--- config.mk ---
export PLATFORM = sky130hd
export DESIGN_NAME = ctrl_unit
export DESIGN_NICKNAME = d
export VERILOG_FILES = /design/src/rtl/ctrl_unit.sv
export SDC_FILE = /design/constraint.sdc
export NUM_CORES = 1
export LEC_CHECK = 0
export CORE_MARGIN = 5
export CORE_UTILIZATION = 40
export DETAILED_ROUTE_END_ITERATION = 8
export PLACE_DENSITY = 0.75
export SLEW_MARGIN = 10
export SYNTH_ARGS = -nofsm -noshare
export SYNTH_HDL_FRONTEND = slang
export SYNTH_SLANG_ARGS = --single-unit
--- constraint.sdc ---
create_clock -name clk -period 1.4 [get_ports clk]
set_input_delay 0.28 -clock clk [delete_from_list [all_inputs] [get_ports clk]]
set_output_delay 0.28 -clock clk [all_outputs]
set_load 0.03 [all_outputs]
--- src/rtl/ctrl_unit.sv ---
// ctrl_unit: multi-cycle control sequencer for the 8-bit MyCPU core.
//
// It fetches and decodes instructions from the memory data bus.
// It drives the program counter (stop / pc_jmp / ban_ebl / ban).
// It also drives the memory, accumulator and ALU strobes of the datapath.
// Only state, ir and the wait counter are registered.
// Every strobe is combinational from state, ir, the flags and mem_ready.
//
// Ports:
//   clk, rst              core clock; asynchronous active-high reset
//   run                   start request, honoured only in IDLE
//   mem_data[7:0]         memory read data (same bus as pc.data_in)
//   mem_ready             memory access completes this cycle
//   zero, carry           datapath flags, sampled when OPER completes
//   stop                  low for one cycle per PC advance
//   pc_jmp                PC loads the operand
//   ban_ebl, ban          relative-branch enable and taken
//   mem_rd, mem_wr        memory strobes
//   addr_sel              0 = address from PC, 1 = from operand register
//   opnd_load             latch mem_data into the operand register
//   acc_we, acc_src       accumulator write; source 0 = ALU, 1 = mem_data
//   alu_op[2:0]           ALU function (ir[6:4]) during EXEC
//   halted, fault         in HALT / FAULT; both are left only by reset
module ctrl_unit #(
    parameter int unsigned WAIT_MAX = 15
) (
    input  logic       clk,
    input  logic       rst,
    input  logic       run,
    input  logic [7:0] mem_data,
    input  logic       mem_ready,
    input  logic       zero,
    input  logic       carry,
    output logic       stop,
    output logic       pc_jmp,
    output logic       ban_ebl,
    output logic       ban,
    output logic       mem_rd,
    output logic       mem_wr,
    output logic       addr_sel,
    output logic       opnd_load,
    output logic       acc_we,
    output logic       acc_src,
    output logic [2:0] alu_op,
    output logic       halted,
    output logic       fault
);

    typedef enum logic [2:0] {
        StIdle, StFetch, StDecode, StOper, StExec, StMem, StHalt, StFault
    } state_e;

    localparam logic [3:0] WaitMax = 4'(WAIT_MAX);
    localparam logic [3:0] OpLd    = 4'h7;
    localparam logic [3:0] OpSt    = 4'h8;
    localparam logic [3:0] OpJmp   = 4'h9;
    localparam logic [3:0] OpBz    = 4'hA;
    localparam logic [3:0] OpBc    = 4'hB;
    localparam logic [3:0] OpLdi   = 4'hC;

    state_e     state_q, state_d;
    logic [7:0] ir_q, ir_d;
    logic [3:0] wcnt_q, wcnt_d;
    logic [3:0] opcode;
    logic       expired;

    assign opcode  = ir_q[7:4];
    // Last permitted wait cycle has passed without a response.
    assign expired = !mem_ready && (wcnt_q == WaitMax);

    always_comb begin
        state_d   = state_q;
        ir_d      = ir_q;
        // The counter is zero whenever it is not counting.
        // That clears it on entry to every memory-access state.
        wcnt_d    = 4'd0;
        stop      = 1'b1;
        pc_jmp    = 1'b0;
        ban_ebl   = 1'b0;
        ban       = 1'b0;
        mem_rd    = 1'b0;
        mem_wr    = 1'b0;
        addr_sel  = 1'b0;
        opnd_load = 1'b0;
        acc_we    = 1'b0;
        acc_src   = 1'b0;
        alu_op    = 3'd0;
        halted    = 1'b0;
        fault     = 1'b0;

        unique case (state_q)
            StIdle: begin
                if (run) begin
                    state_d = StFetch;
                end
            end
            StFetch: begin
                if (expired) begin
                    state_d = StFault;
                end else begin
                    mem_rd = 1'b1;
                    if (mem_ready) begin
                        ir_d    = mem_data;
                        stop    = 1'b0;
                        state_d = StDecode;
                    end else begin
                        wcnt_d = wcnt_q + 4'd1;
                    end
                end
            end
            StDecode: begin
                case (opcode)
                    4'h0, 4'hD, 4'hE:                   state_d = StFetch;
                    4'h1, 4'h2, 4'h3, 4'h4, 4'h5, 4'h6: state_d = StExec;
                    4'h7, 4'h8, 4'h9, 4'hA, 4'hB, 4'hC: state_d = StOper;
                    default:                            state_d = StHalt;
                endcase
            end
            StOper: begin
                if (expired) begin
                    state_d = StFault;
                end else begin
                    mem_rd = 1'b1;
                    if (mem_ready) begin
                        stop    = 1'b0;
                        state_d = StFetch;
                        case (opcode)
                            OpJmp: pc_jmp = 1'b1;
                            OpBz: begin
                                ban_ebl = 1'b1;
                                ban     = zero;
                            end
                            OpBc: begin
                                ban_ebl = 1'b1;
                                ban     = carry;
                            end
                            OpLd, OpSt: begin
                                opnd_load = 1'b1;
                                state_d   = StMem;
                            end
                            OpLdi: begin
                                acc_we  = 1'b1;
                                acc_src = 1'b1;
                            end
                            default: ;
                        endcase
                    end else begin
                        wcnt_d = wcnt_q + 4'd1;
                    end
                end
            end
            StExec: begin
                acc_we  = 1'b1;
                alu_op  = ir_q[6:4];
                state_d = StFetch;
            end
            StMem: begin
                if (expired) begin
                    state_d = StFault;
                end else begin
                    addr_sel = 1'b1;
                    if (opcode == OpLd) begin
                        mem_rd  = 1'b1;
                        acc_we  = mem_ready;
                        acc_src = mem_ready;
                    end else begin
                        mem_wr = 1'b1;
                    end
                    if (mem_ready) begin
                        state_d = StFetch;
                    end else begin
                        wcnt_d = wcnt_q + 4'd1;
                    end
                end
            end
            StHalt:  halted = 1'b1;
            StFault: fault  = 1'b1;
            default: state_d = StIdle;
        endcase
    end

    always_ff @(posedge clk or posedge rst) begin
        if (rst) begin
            state_q <= StIdle;
            ir_q    <= 8'h00;
            wcnt_q  <= 4'd0;
        end else begin
            state_q <= state_d;
            ir_q    <= ir_d;
            wcnt_q  <= wcnt_d;
        end
    end

endmodule

==> qor.yml, run 1 <==
synthesis:
  yosys_most_used_dff: "dfrtp_1"
  ys_warn_count: 0
  netlist.area_leader.share: 0.322
  syn_inst: 98
  synth-seq-area-share: 0.322
  ys_seq_elements: 11
  synth.distinct_cells: 38
  ys_top_cells_by_area: "dfrtp_1 32%, ha_1 10%, nor3_1 3.5%"
  synth.avg_cell_area_um2: 8.73
  synth_top_cell_by_area: "dfrtp_1"
  netlist_area_um2: 856
  synth_nets: 119
  synth_edf_count: 0
  async_reset_ff_frac: 1.00
floorplanning:
  die_h_um: 56.3
  io_pins: 29
  floorplan.initialDensity: 0.428
  row_count: 16
  fp.dieW_um: 56.3
cts:
  cts_root_buffer: "clkbuf_4"
  clock_path_buffers: 2
  htree_num_levels: 1
  numCtsBuffers: 3
  holdBufCountCts: 0
  cts_num_sinks: 11
place:
  dpl_worst_slack_ns: -0.395
  portBuffers: 24
  dpl.hpwl_mm: 2.16
  placed_area_um2: 1430
  place_congestion: 0.769
status:
  outcome: "did not finish"
  error: "[ERROR DPL-0038] Utilization greater than 100%, impossible to legalize"
  lastStage: "global routing"
timing:
  endpoint_type: "top-level output"
  grt-worst-endpoint: "acc_we"
global_routing:
  grt_max_degree: 12
## kinds of logic after synthesis
logic type / count (synthesis) / synth area share
mux: 1 / 0.0132
flops: 11 / 0.322
fa+ha+maj: 7 / 0.102
simple gates: 44 / 0.284
buf+inv: 10 / 0.0541
compound gates: 23 / 0.205
xor+xnor: 2 / 0.0205
## synthesized netlist by cell type, drive strengths merged, types with 2 or more instances
library cell,count
nand3,2
o32ai,2
inv,6
nand2,9
clkbuf,2
nor4,2
buf,2
nor3b,3
and3,3
nor2b,3
xnor2,2
a21oi,4
nor3,6
dfrtp,11
nand2b,5
nor2,8
ha,7
o21ai,7
## repair_timing
item,CTS
pin swaps,13
endpoints found under the hold margin,0
endpoints found under the setup margin,18
setup buffers,21
resized for setup,44
## stage by stage
stage | util | std cells | TNS, ns | hold slack [ns]
2_1_floorplan | - | 98 | -3.03 | 0.132
3_3_place_gp | 0.714 | 180 | -4.10 | 0.516
3_5_place_dp | 0.714 | 180 | -4.63 | 0.527
4_1_cts | 0.894 | 204 | -5.83 | 0.299
==> inputs of run 2 (changes only) <==
Settings changed: CORE_AREA set to 5 5 66 68, CORE_MARGIN 5 to not set, CORE_UTILIZATION 40 to not set, DIE_AREA set to 0 0 71 73, PLACE_DENSITY 0.75 to not set, PLACE_DENSITY_LB_ADDON set to 0.15.
Clock period 1.4 ns to 1.8 ns, I/O delays scaled along.
==> qor.yml, run 2 <==
cts:
  htree_num_levels: 1
  cts_tree: "done"
  path_clk_slew_ns: 0.05
  cts_root_buffer: "clkbuf_8"
  numCtsBuffers: 3
  clk-insertion-delay-late_ns: 0.24
  clock_path_buffers: 2
  holdBufCountCts: 0
  cts_num_sinks: 11
place:
  placed_area_um2: 1300
  portBuffers: 24
  dpl.hpwl_mm: 2.00
  place_congestion: 0.766
  place_inst: 190
routing:
  drc_errors: 0
  vias: 891
  wl_per_cell_um: 12.6
  dr.pass1.iters: 4
  viasPerCell: 4.48
  wirelength_mm: 2.51
  drt_iter0_drc: 41
  drtAntennaViolNets: 0
critical_path:
  endpoint_kind: "primary output"
  start_kind: "register"
  crit_chain: "inv_2, ha_4, inv_2, o32ai_2, and4_4, o21bai_4, buf_6"
  r2r_cells: 5
  arrival_ns: 1.58
  worst_ep_required_time_ns: 1.44
  cpPeakStageDelay_ns: 0.40
  cp_common_cell: "inv_2"
  crit_family: "flip-flops"
  path_class: "register to primary output"
  slowest_stage: "dfrtp_1"
  path_depth: 7
  worst-path-buf-inv: 3
  crit_fanout: 3
finish:
  syn_to_final_growth_pct: 73.1
  nFillCells: 411
  reg_top3: "ir_q (4), wcnt_q (4), state_q (3)"
  final_cell_mix: "33 x buf_4, 9 x dfrtp_1, 9 x buf_6"
  antenna_cells: 0
  seq_area_um2: 278
  multi_input_area_um2: 636
  final_common_cell: "buf_4"
  design_area_um2: 1480
  layout.nets: 171
  drive_gt1_frac: 0.483
  finalNonFillerCells: 199
synthesis:
  synth_top_cell_by_area: "dfrtp_1"
  synth.distinct_cells: 38
  yosys-top-cells-count: "11 x dfrtp_1, 8 x nand2_1, 7 x ha_1, 7 x nor2_1"
  yosys.cell_count.top_type: "dfrtp_1"
  syn_inst: 98
  ys_warn_count: 0
  netlist.area_leader.share: 0.322
  synth-seq-area-share: 0.322
  synth_edf_count: 0
  ys_top_cells_by_area: "dfrtp_1 32%, ha_1 10%, nor3_1 3.5%"
  netlist_area_um2: 856
  async_reset_ff_frac: 1.00
  yosys_most_used_dff: "dfrtp_1"
  synth.avg_cell_area_um2: 8.73
  synth_nets: 119
  ys_seq_elements: 11
worst_hold_path:
  hp-class: "input pin to async pin"
floorplanning:
  io_pins: 29
  die-area_um2: 5180
  floorplan.initialDensity: 0.225
  die_h_um: 73
  row_count: 23
  core_um2: 3800
  fp.dieW_um: 71
timing:
  hold_viol: 0
  drv_slew: 0
  fin_setup_tns_ns: -0.608
  max_clock_freq_ghz: 0.516
  setup_viol: 7
  finalWorstSetupSlack_ns: -0.137
  worstMarginPinSlew_ns: 0.442
  slew-limit-headroom: 0.705
  finalCritPeriodShare: 1.08
  rsz0062_at_grt: "yes"
  skew_ns: 0.00217
  fin_crit_ns: 1.94
global_routing:
  met1_usage: 0.123
  gr-total-overflow: 0
  gr-usage-met3: 0.0165
  grt_util_all_layers: 0.101
  grt_pass1_wl_mm: 4.18
  grt_pass1_vias: 910
  use_met2: 0.170
  grt_max_degree: 12
  grt-busiest-layer: "met2"
  antenna_found_initial: 0
power_and_ir_drop:
  p_leak_nw: 0.639
  power_density_nw_per_um2: 1450
  power_w: 0.00215
  ir_drop_uv: 404
status:
  outcome: "complete, but fails checks"
  violations: "setup timing"
flow_run:
  cap_violations: 0
## run 2: layout make-up
type,count,share of cell area
multi-input combinational,77,0.429
timing repair buffer,51,0.296
sequential,11,0.187
tap,50,0.0422
clock buffer,4,0.0304
inverter,6,0.0152
## run 2: worst paths after layout
kind,end,startpoint,slack [ns]
setup / recovery,acc_we,ir_q[4]$_DFFE_PP0P_,-0.14
hold / removal,wcnt_q[2]$_DFF_PP0_,rst,0.42
setup reg to reg,state_q[2]$_DFFE_PP0P_,ir_q[4]$_DFFE_PP0P_,0.08
hold reg to reg,wcnt_q[0]$_DFF_PP0_,wcnt_q[0]$_DFF_PP0_,0.54
max in group asynchronous,ir_q[7]$_DFFE_PP0P_,rst,1.05
min in group clk,wcnt_q[0]$_DFF_PP0_,wcnt_q[0]$_DFF_PP0_,0.54
## run 2: routing by layer
| layer | part of all wire | vias up | wire [µm] |
|---|---|---|---|
| met2 | 0.49 | 19 | 1220 |
| met4 | 0.024 | 0 | 60 |
| met5 | 0 | - | 0 |
| li1 | - | 452 | - |
| met3 | 0.031 | 4 | 77 |
| met1 | 0.46 | 416 | 1150 |
## run 2: timing repair
item                       in CTS  in global routing
setup endpoints to repair      10                 13
buffers inserted                5                  1
gates resized for setup        21                  5
cloned                          0                  0
pin swaps                       5                  2
## run 2: cell families after synthesis
| kind of cell | synth area share |
|---|---|
| compound gates | 0.205 |
| flops | 0.322 |
| mux | 0.0132 |
| fa+ha+maj | 0.102 |
| buf+inv | 0.0541 |
| xor+xnor | 0.0205 |
| simple gates | 0.284 |
## run 2: report_power, final
group	total [W]	switching, W	internal [W]	leakage, nW
registers	0.000471	0.000127	0.000344	0.136
logic	0.00143	0.000745	0.000681	0.480
clock network	0.000251	0.0000954	0.000156	0.0228
total	0.00215	0.000967	0.00118	0.639
## run 2: stage by stage
step / hold WS (ns) / utilization / worst slack (ns)
2_1_floorplan: 0.212 / - / -0.0380
3_3_place_gp: 0.446 / 0.343 / -0.179
3_5_place_dp: 0.467 / 0.343 / -0.219
4_1_cts: 0.439 / 0.384 / -0.133
5_1_grt: 0.472 / 0.390 / -0.201
6_report: 0.421 / 0.390 / -0.137
Note: power is estimated with default switching activity, not from simulation.
